### src/rtl/sr_piso_reader_if.sv
// ============================================================================
// Module      : sr_piso_reader_if
// Description : Panel-input bundle between the 74HC165 chain reader and its
//               neighbours: chain pins, scan enable and parallel snapshot.
// Revision    : 1.0 - initial release
// ============================================================================
`default_nettype none

interface sr_piso_reader_if #(
  parameter int WIDTH = 16
);
  logic             EN;
  logic             SR_QH;
  logic             SR_PL_N;
  logic             SR_CLK;
  logic [WIDTH-1:0] data;
  logic             valid;

  // master = the reader itself; slave = chain + game logic side
  modport master (
    input  EN,
    input  SR_QH,
    output SR_PL_N,
    output SR_CLK,
    output data,
    output valid
  );

  modport slave (
    output EN,
    output SR_QH,
    input  SR_PL_N,
    input  SR_CLK,
    input  data,
    input  valid
  );
endinterface

`default_nettype wire

### src/rtl/sr_piso_reader.sv
// ============================================================================
// Module      : sr_piso_reader
// Description : Continuously scans a 74HC165 daisy-chain and publishes a
//               parallel snapshot with a 1-cycle valid strobe.
//               Optional debounce: define SR_PISO_READER_DEBOUNCE_EN.
// Revision    : 1.0 - initial release
// ============================================================================
`default_nettype none

module sr_piso_reader #(
  parameter int WIDTH    = 16,
  parameter int DIV      = 25000,
  parameter int DB_COUNT = 3
) (
  input  wire logic          CLK1_50,
  input  wire logic          CLR,
  sr_piso_reader_if.master   bus
);

  localparam int c_CNT_W = $clog2(DIV);
  localparam int c_IDX_W = (WIDTH > 2) ? $clog2(WIDTH) : 1;

  localparam logic [c_CNT_W-1:0] c_CNT_MAX  = c_CNT_W'(DIV - 1);
  localparam logic [c_IDX_W-1:0] c_IDX_LAST = c_IDX_W'(WIDTH - 1);

  generate
    if (WIDTH < 2) begin : g_bad_width
      $error("sr_piso_reader: WIDTH must be >= 2");
    end
    if (DIV < 4) begin : g_bad_div
      $error("sr_piso_reader: DIV must be >= 4");
    end
    if (DB_COUNT < 1) begin : g_bad_db_count
      $error("sr_piso_reader: DB_COUNT must be >= 1");
    end
  endgenerate

  typedef enum logic [2:0] {
    ST_IDLE   = 3'd0,
    ST_LOAD   = 3'd1,
    ST_SAMPLE = 3'd2,
    ST_HIGH   = 3'd3,
    ST_DONE   = 3'd4
  } state_t;

  state_t             r_state;
  state_t             w_state_nxt;

  logic [c_CNT_W-1:0] r_cnt;
  logic               w_tick;

  logic               r_qh_meta;
  logic               r_qh_sync;

  logic               r_pl_n;
  logic               r_sclk;
  logic [c_IDX_W-1:0] r_idx;
  logic [WIDTH-1:0]   r_shreg;
  logic [WIDTH-1:0]   r_data;
  logic               r_valid;

  logic               w_pl_n_nxt;
  logic               w_sclk_nxt;
  logic [c_IDX_W-1:0] w_idx_nxt;
  logic [WIDTH-1:0]   w_shreg_nxt;
  logic               w_done;
  logic               w_publish;

  assign w_tick = (r_cnt == c_CNT_MAX);

  // Free-running tick prescaler; every FSM step is paced by it
  always_ff @(posedge CLK1_50) begin
    if (CLR) begin
      r_cnt <= '0;
    end else if (w_tick) begin
      r_cnt <= '0;
    end else begin
      r_cnt <= r_cnt + c_CNT_W'(1);
    end
  end

  always_ff @(posedge CLK1_50) begin
    if (CLR) begin
      r_qh_meta <= 1'b0;
      r_qh_sync <= 1'b0;
    end else begin
      r_qh_meta <= bus.SR_QH;
      r_qh_sync <= r_qh_meta;
    end
  end

  always_ff @(posedge CLK1_50) begin
    if (CLR) begin
      r_state <= ST_IDLE;
      r_pl_n  <= 1'b1;
      r_sclk  <= 1'b0;
      r_idx   <= '0;
      r_shreg <= '0;
    end else begin
      r_state <= w_state_nxt;
      r_pl_n  <= w_pl_n_nxt;
      r_sclk  <= w_sclk_nxt;
      r_idx   <= w_idx_nxt;
      r_shreg <= w_shreg_nxt;
    end
  end

  // Next-state and next-output decode; nothing moves except on a tick
  always_comb begin
    w_state_nxt = r_state;
    w_pl_n_nxt  = r_pl_n;
    w_sclk_nxt  = r_sclk;
    w_idx_nxt   = r_idx;
    w_shreg_nxt = r_shreg;
    w_done      = 1'b0;
    if (w_tick) begin
      case (r_state)
        ST_IDLE: begin
          w_pl_n_nxt = 1'b1;
          w_sclk_nxt = 1'b0;
          if (bus.EN) begin
            w_state_nxt = ST_LOAD;
            w_pl_n_nxt  = 1'b0;
          end
        end
        ST_LOAD: begin
          w_pl_n_nxt  = 1'b1;
          w_idx_nxt   = '0;
          w_state_nxt = ST_SAMPLE;
        end
        ST_SAMPLE: begin
          w_shreg_nxt = {r_shreg[WIDTH-2:0], r_qh_sync};
          w_sclk_nxt  = 1'b1;
          w_state_nxt = (r_idx == c_IDX_LAST) ? ST_DONE : ST_HIGH;
        end
        ST_HIGH: begin
          w_sclk_nxt  = 1'b0;
          w_idx_nxt   = r_idx + c_IDX_W'(1);
          w_state_nxt = ST_SAMPLE;
        end
        ST_DONE: begin
          w_sclk_nxt  = 1'b0;
          w_done      = 1'b1;
          w_state_nxt = ST_IDLE;
        end
        default: begin
          w_pl_n_nxt  = 1'b1;
          w_sclk_nxt  = 1'b0;
          w_state_nxt = ST_IDLE;
        end
      endcase
    end
  end

`ifdef SR_PISO_READER_DEBOUNCE_EN
  localparam int c_DB_W = $clog2(DB_COUNT + 1);
  localparam logic [c_DB_W-1:0] c_DB_MAX = c_DB_W'(DB_COUNT);

  logic [WIDTH-1:0]  r_last;
  logic [c_DB_W-1:0] r_db_cnt;
  logic [c_DB_W-1:0] w_db_cnt_nxt;

  // Match counter saturates so a long-stable panel keeps qualifying
  always_comb begin
    w_db_cnt_nxt = r_db_cnt;
    if (w_done) begin
      if (r_shreg == r_last) begin
        w_db_cnt_nxt = (r_db_cnt == c_DB_MAX) ? c_DB_MAX : r_db_cnt + c_DB_W'(1);
      end else begin
        w_db_cnt_nxt = c_DB_W'(1);
      end
    end
  end

  assign w_publish = w_done && (w_db_cnt_nxt == c_DB_MAX) && (r_shreg != r_data);

  always_ff @(posedge CLK1_50) begin
    if (CLR) begin
      r_last   <= '0;
      r_db_cnt <= '0;
    end else begin
      r_db_cnt <= w_db_cnt_nxt;
      if (w_done) begin
        r_last <= r_shreg;
      end
    end
  end
`else
  assign w_publish = w_done;
`endif

  always_ff @(posedge CLK1_50) begin
    if (CLR) begin
      r_data  <= '0;
      r_valid <= 1'b0;
    end else begin
      r_valid <= w_publish;
      if (w_publish) begin
        r_data <= r_shreg;
      end
    end
  end

  assign bus.SR_PL_N = r_pl_n;
  assign bus.SR_CLK  = r_sclk;
  assign bus.data    = r_data;
  assign bus.valid   = r_valid;

endmodule

`default_nettype wire

### src/flat_wrapper.sv
// flat-port wrapper written by rule: the top's interface ports become plain ports
module sr_piso_reader_flat 
#(
  parameter int WIDTH    = 16,
  parameter int DIV      = 25000,
  parameter int DB_COUNT = 3
)
  (CLK1_50, CLR, bus_EN, bus_SR_QH, bus_SR_PL_N, bus_SR_CLK, bus_data, bus_valid);
  sr_piso_reader_if #(.WIDTH(WIDTH)) bus_i ();
  input  wire logic CLK1_50;
  input  wire logic CLR;
  input wire logic [$bits(bus_i.EN)-1:0] bus_EN;
  input wire logic [$bits(bus_i.SR_QH)-1:0] bus_SR_QH;
  output wire logic [$bits(bus_i.SR_PL_N)-1:0] bus_SR_PL_N;
  output wire logic [$bits(bus_i.SR_CLK)-1:0] bus_SR_CLK;
  output wire logic [$bits(bus_i.data)-1:0] bus_data;
  output wire logic [$bits(bus_i.valid)-1:0] bus_valid;
  assign bus_i.EN = bus_EN;
  assign bus_i.SR_QH = bus_SR_QH;
  assign bus_SR_PL_N = bus_i.SR_PL_N;
  assign bus_SR_CLK = bus_i.SR_CLK;
  assign bus_data = bus_i.data;
  assign bus_valid = bus_i.valid;
  sr_piso_reader #(.WIDTH(WIDTH), .DIV(DIV), .DB_COUNT(DB_COUNT)) u_core (.CLK1_50(CLK1_50), .CLR(CLR), .bus(bus_i));
endmodule
### config.mk
export PLATFORM = sky130hd
export DESIGN_NAME = sr_piso_reader_flat
export DESIGN_NICKNAME = d
export VERILOG_FILES = /design/src/rtl/sr_piso_reader_if.sv /design/src/rtl/sr_piso_reader.sv /design/src/flat_wrapper.sv
export SDC_FILE = /design/constraint.sdc
export NUM_CORES = 1
export LEC_CHECK = 0
export BUFFER_PORTS_ARGS = -buffer_cell sky130_fd_sc_hd__buf_4
export CAP_MARGIN = 5
export CORE_ASPECT_RATIO = 1.1
export CORE_UTILIZATION = 45
export DETAILED_ROUTE_END_ITERATION = 7
export PLACE_DENSITY = 0.72
export SETUP_SLACK_MARGIN = 0.5
export SLEW_MARGIN = 20
export SYNTH_ARGS = -nofsm -noshare
export SYNTH_HDL_FRONTEND = slang
export SYNTH_SLANG_ARGS = --single-unit
### constraint.sdc
create_clock -name CLK1_50 -period 2.55 [get_ports CLK1_50]
set_clock_uncertainty 0.15 [all_clocks]
set_input_delay 0.1275 -clock CLK1_50 [delete_from_list [all_inputs] [get_ports CLK1_50]]
set_output_delay 0.1275 -clock CLK1_50 [all_outputs]
set_load 0.02 [all_outputs]
==> summary.txt <==
Run status
  – Status: finished clean

Layout
  – Fin nets: between 300 and 400
  – FILL cells: between 400 and 500
  – Post-layout instance area: 0.00307 mm2
  – Commonest non-fill, non-tap cell in the layout: dfxtp_1
  – Reg area: roughly 0.0012 mm2
  – Highest-count cells in the layout ignoring fill and taps: dfxtp_1, buf_4, nand2b_1
  – P&R area growth vs syn: 25.9%
  – Fin util: 60.2%
  – Multi-input gate area: 0.00125 mm2
  – # diodes: 0
  – Share of layout cells above drive strength 1: 23.9%

Global routing
  – Initial antenna violation count: 0
  – Overflow after GRT: 0
  – First-pass GRT wire length: around 8000 um
  – Vias in the first global route: 1,656
  – Largest net degree at the start of global routing: 48
  – GRT Util Overall: 18.2%

Synth
  – Seq/Total Area, Yosys: 48.4%
  – Synthesized Nets: 266
  – Mapped Cells: 260
  – Leading area contributor after synthesis: dfxtp_1
  – Cell Area, Synth: 0.00244 mm2
  – Synthesis-stage register bit count: slightly below 60
  – Syn_area_per_cell: 9.38 um2
  – Synth async-reset ratio: 0%
  – Post-synth EDFFs: 0
  – Main synth FF type: dfxtp_1
  – Largest cells by area after synthesis: dfxtp_1, mux2i_1, o21ai_0
  – Post-synth cell types: 36
  – Synth warn: 0
  – Top cell type's share of synthesized area: 48.4%

Worst setup path
  – Crit Path Class: reg -> reg
  – R2R cell count: 4
  – R2R Path End: u_core.r_state[0]$_SDFFE_PP0P_
  – Worst reg2reg setup slack: 460 ps
  – CP required: roughly 2700 ps
  – Crit path arrival time: 2210 ps
  – RR Startpoint: u_core.r_cnt[11]$_SDFF_PP0_
  – CP Capture Type: flip-flop
  – Worst-path fanout max: 4
  – Worst setup SP type: flip-flop

Drt
  – Routed Antenna Nets: 0
  – WL/cell: 13.2 um
  – Remaining DRCs: 0
  – DR vias: 1,936
  – Routed WL: between 4000 and 5000 um
  – Initial DRC Count: 156
  – Drt first pass iters: 4
  – Vias per cell: 5.14

Floorplanning
  – Die area: ~0.0057 mm2
  – Starting Density: 47.8%
  – Width of the die: 72.2 um
  – Io pins: 23
  – Row cnt: 27
  – Area of the core: 0.00510 mm2
  – Height of the chip: 79.2 um

Clocking
  – TritonCTS clock tree: done
  – Max clock buf depth: 2
  – H-tree depth: 3
  – Num CTS Buffers: 9
  – Worst-Skew Late Latency: 340 ps
  – Reg clk slew, reported paths: 70 ps
  – Root Buffer: clkbuf_8
  – Clock Sinks: 59

Power
  – Worst vdd ir: 0.360 mV
  – Pwr/cell area: 554 mW/mm2
  – Total power: 0.00170 W
  – Pleak: 1.12 nW

STA
  – Fin crit share: about 80%
  – Fin Setup TNS: 0 ps
  – Tightest Pin Transition: just over 600 ps
  – Slew HR: 59.6%
  – Hold slack: 66.5 ps
  – Pins over their slew limit: 0
  – Final min period: 2090 ps
  – Unrepaired setup endpoints after global routing: true
  – Setup Viol. Count Final: 0
  – Fin. Hold Viols: 0
  – Achievable frequency: 0.478 GHz

Worst hold path
  – Hold Path Cell Cnt: 2
  – HP Start: CLR
  – Hold WC Path Type: in -> reg
  – Worst Hold Endpoint: u_core.r_cnt[2]$_SDFF_PP0_

Flow run
  – Max_cap viols: 0

Place
  – Gpl congestion: 0.780
  – DP Wirelength: 2820 um
  – Placed Area: 0.00268 mm2
  – Count of input and output buffers: 22
## final cells by class
cell class,instances,area share (%)
timing repair buffer,44,12.5
clock inverter,3,0.489
clock buffer,12,4.72
inverter,1,0.122
sequential,59,38.6
multi-input combinational,186,40.6
tap,72,2.93
## cells in the mapped netlist, types with 2 or more instances
| library cell | number |
|---|---|
| dfxtp_1 | 59 |
| o21ai_0 | 34 |
| nand2b_1 | 23 |
| nor2_1 | 19 |
| nor2b_1 | 18 |
| mux2i_1 | 17 |
| clkbuf_1 | 11 |
| nand3_1 | 10 |
| nand2_1 | 9 |
| a21oi_1 | 7 |
| nand4_1 | 6 |
| xnor2_1 | 6 |
| and3_1 | 5 |
| xor2_1 | 5 |
| a31oi_1 | 3 |
| buf_2 | 2 |
| ha_1 | 2 |
| nand3b_1 | 2 |
| nor3_1 | 2 |
| or4_1 | 2 |
| or4_4 | 2 |
| or4bb_1 | 2 |
## sequential cells by signal, indices dropped and copies added (netlist names)
signal,cells
u_core.r_idx,4
u_core.r_state,3
u_core.r_qh_sync,1
u_core.r_qh_meta,1
u_core.bus.SR_CLK,1
u_core.r_cnt,15
u_core.bus.valid,1
u_core.bus.data,16
u_core.r_shreg,16
u_core.bus.SR_PL_N,1
## worst max path at each step
| stage | cells past startpoint | start | endpoint |
|---|---|---|---|
| CTS | 4 | u_core.r_cnt[11]$_SDFF_PP0_ | u_core.r_state[0]$_SDFFE_PP0P_ |
| detailed placement | 5 | u_core.r_cnt[0]$_SDFF_PP0_ | u_core.r_state[0]$_SDFFE_PP0P_ |
| finish | 4 | u_core.r_cnt[11]$_SDFF_PP0_ | u_core.r_state[0]$_SDFFE_PP0P_ |
| floorplan | 5 | u_core.r_cnt[0]$_SDFF_PP0_ | u_core.r_state[0]$_SDFFE_PP0P_ |
| global placement | 6 | u_core.r_cnt[0]$_SDFF_PP0_ | u_core.r_state[1]$_SDFFE_PP0P_ |
| global route | 5 | u_core.r_cnt[11]$_SDFF_PP0_ | u_core.bus.data[8]$_SDFFE_PP0P_ |
## power breakdown
group           total, W  switching (W)  internal [W]
logic          0.0000489      0.0000233     0.0000256
registers       0.000940      0.0000108      0.000929
clock network   0.000715       0.000346      0.000369
## through the flow
stage | instances | setup slack [ps]
5_1_grt | 377 | 378
4_1_cts | 369 | 374
6_report | 377 | 456
2_1_floorplan | 260 | 494
3_5_place_dp | 346 | 286
3_3_place_gp | 346 | 356
## metal layers
metal	routed length [um]	vias to the layer above	global-route usage [%]
li1	-	989	-
met1	2430	893	23.4
met2	2230	48	26.3
met3	237	6	6.47
met4	74	0	10.0
met5	0	-	0
## worst max-delay path, cell delays in order, from the launching register on
cell and delay [ps]:
dfxtp_2 320, or4_4 560, or4_4 470, or4_1 410, a21oi_1 120
## what timing repair did
action / in CTS / in global routing
hold endpoints to repair: 2 / 0
hold buffers: 2 / 0
buffers inserted: 6 / 6
endpoints found under the setup margin: 47 / 48
cloned: 0 / 2
pin swaps: 5 / 3
gates resized for setup: 5 / 36
## cells by family after synthesis
group	share of synthesized area, %
flops	48.4
xor+xnor	3.95
mux	6.97
simple gates	27.0
compound gates	10.1
buf+inv	2.56
fa+ha+maj	1.03
Note: power is estimated with default switching activity, not from simulation.
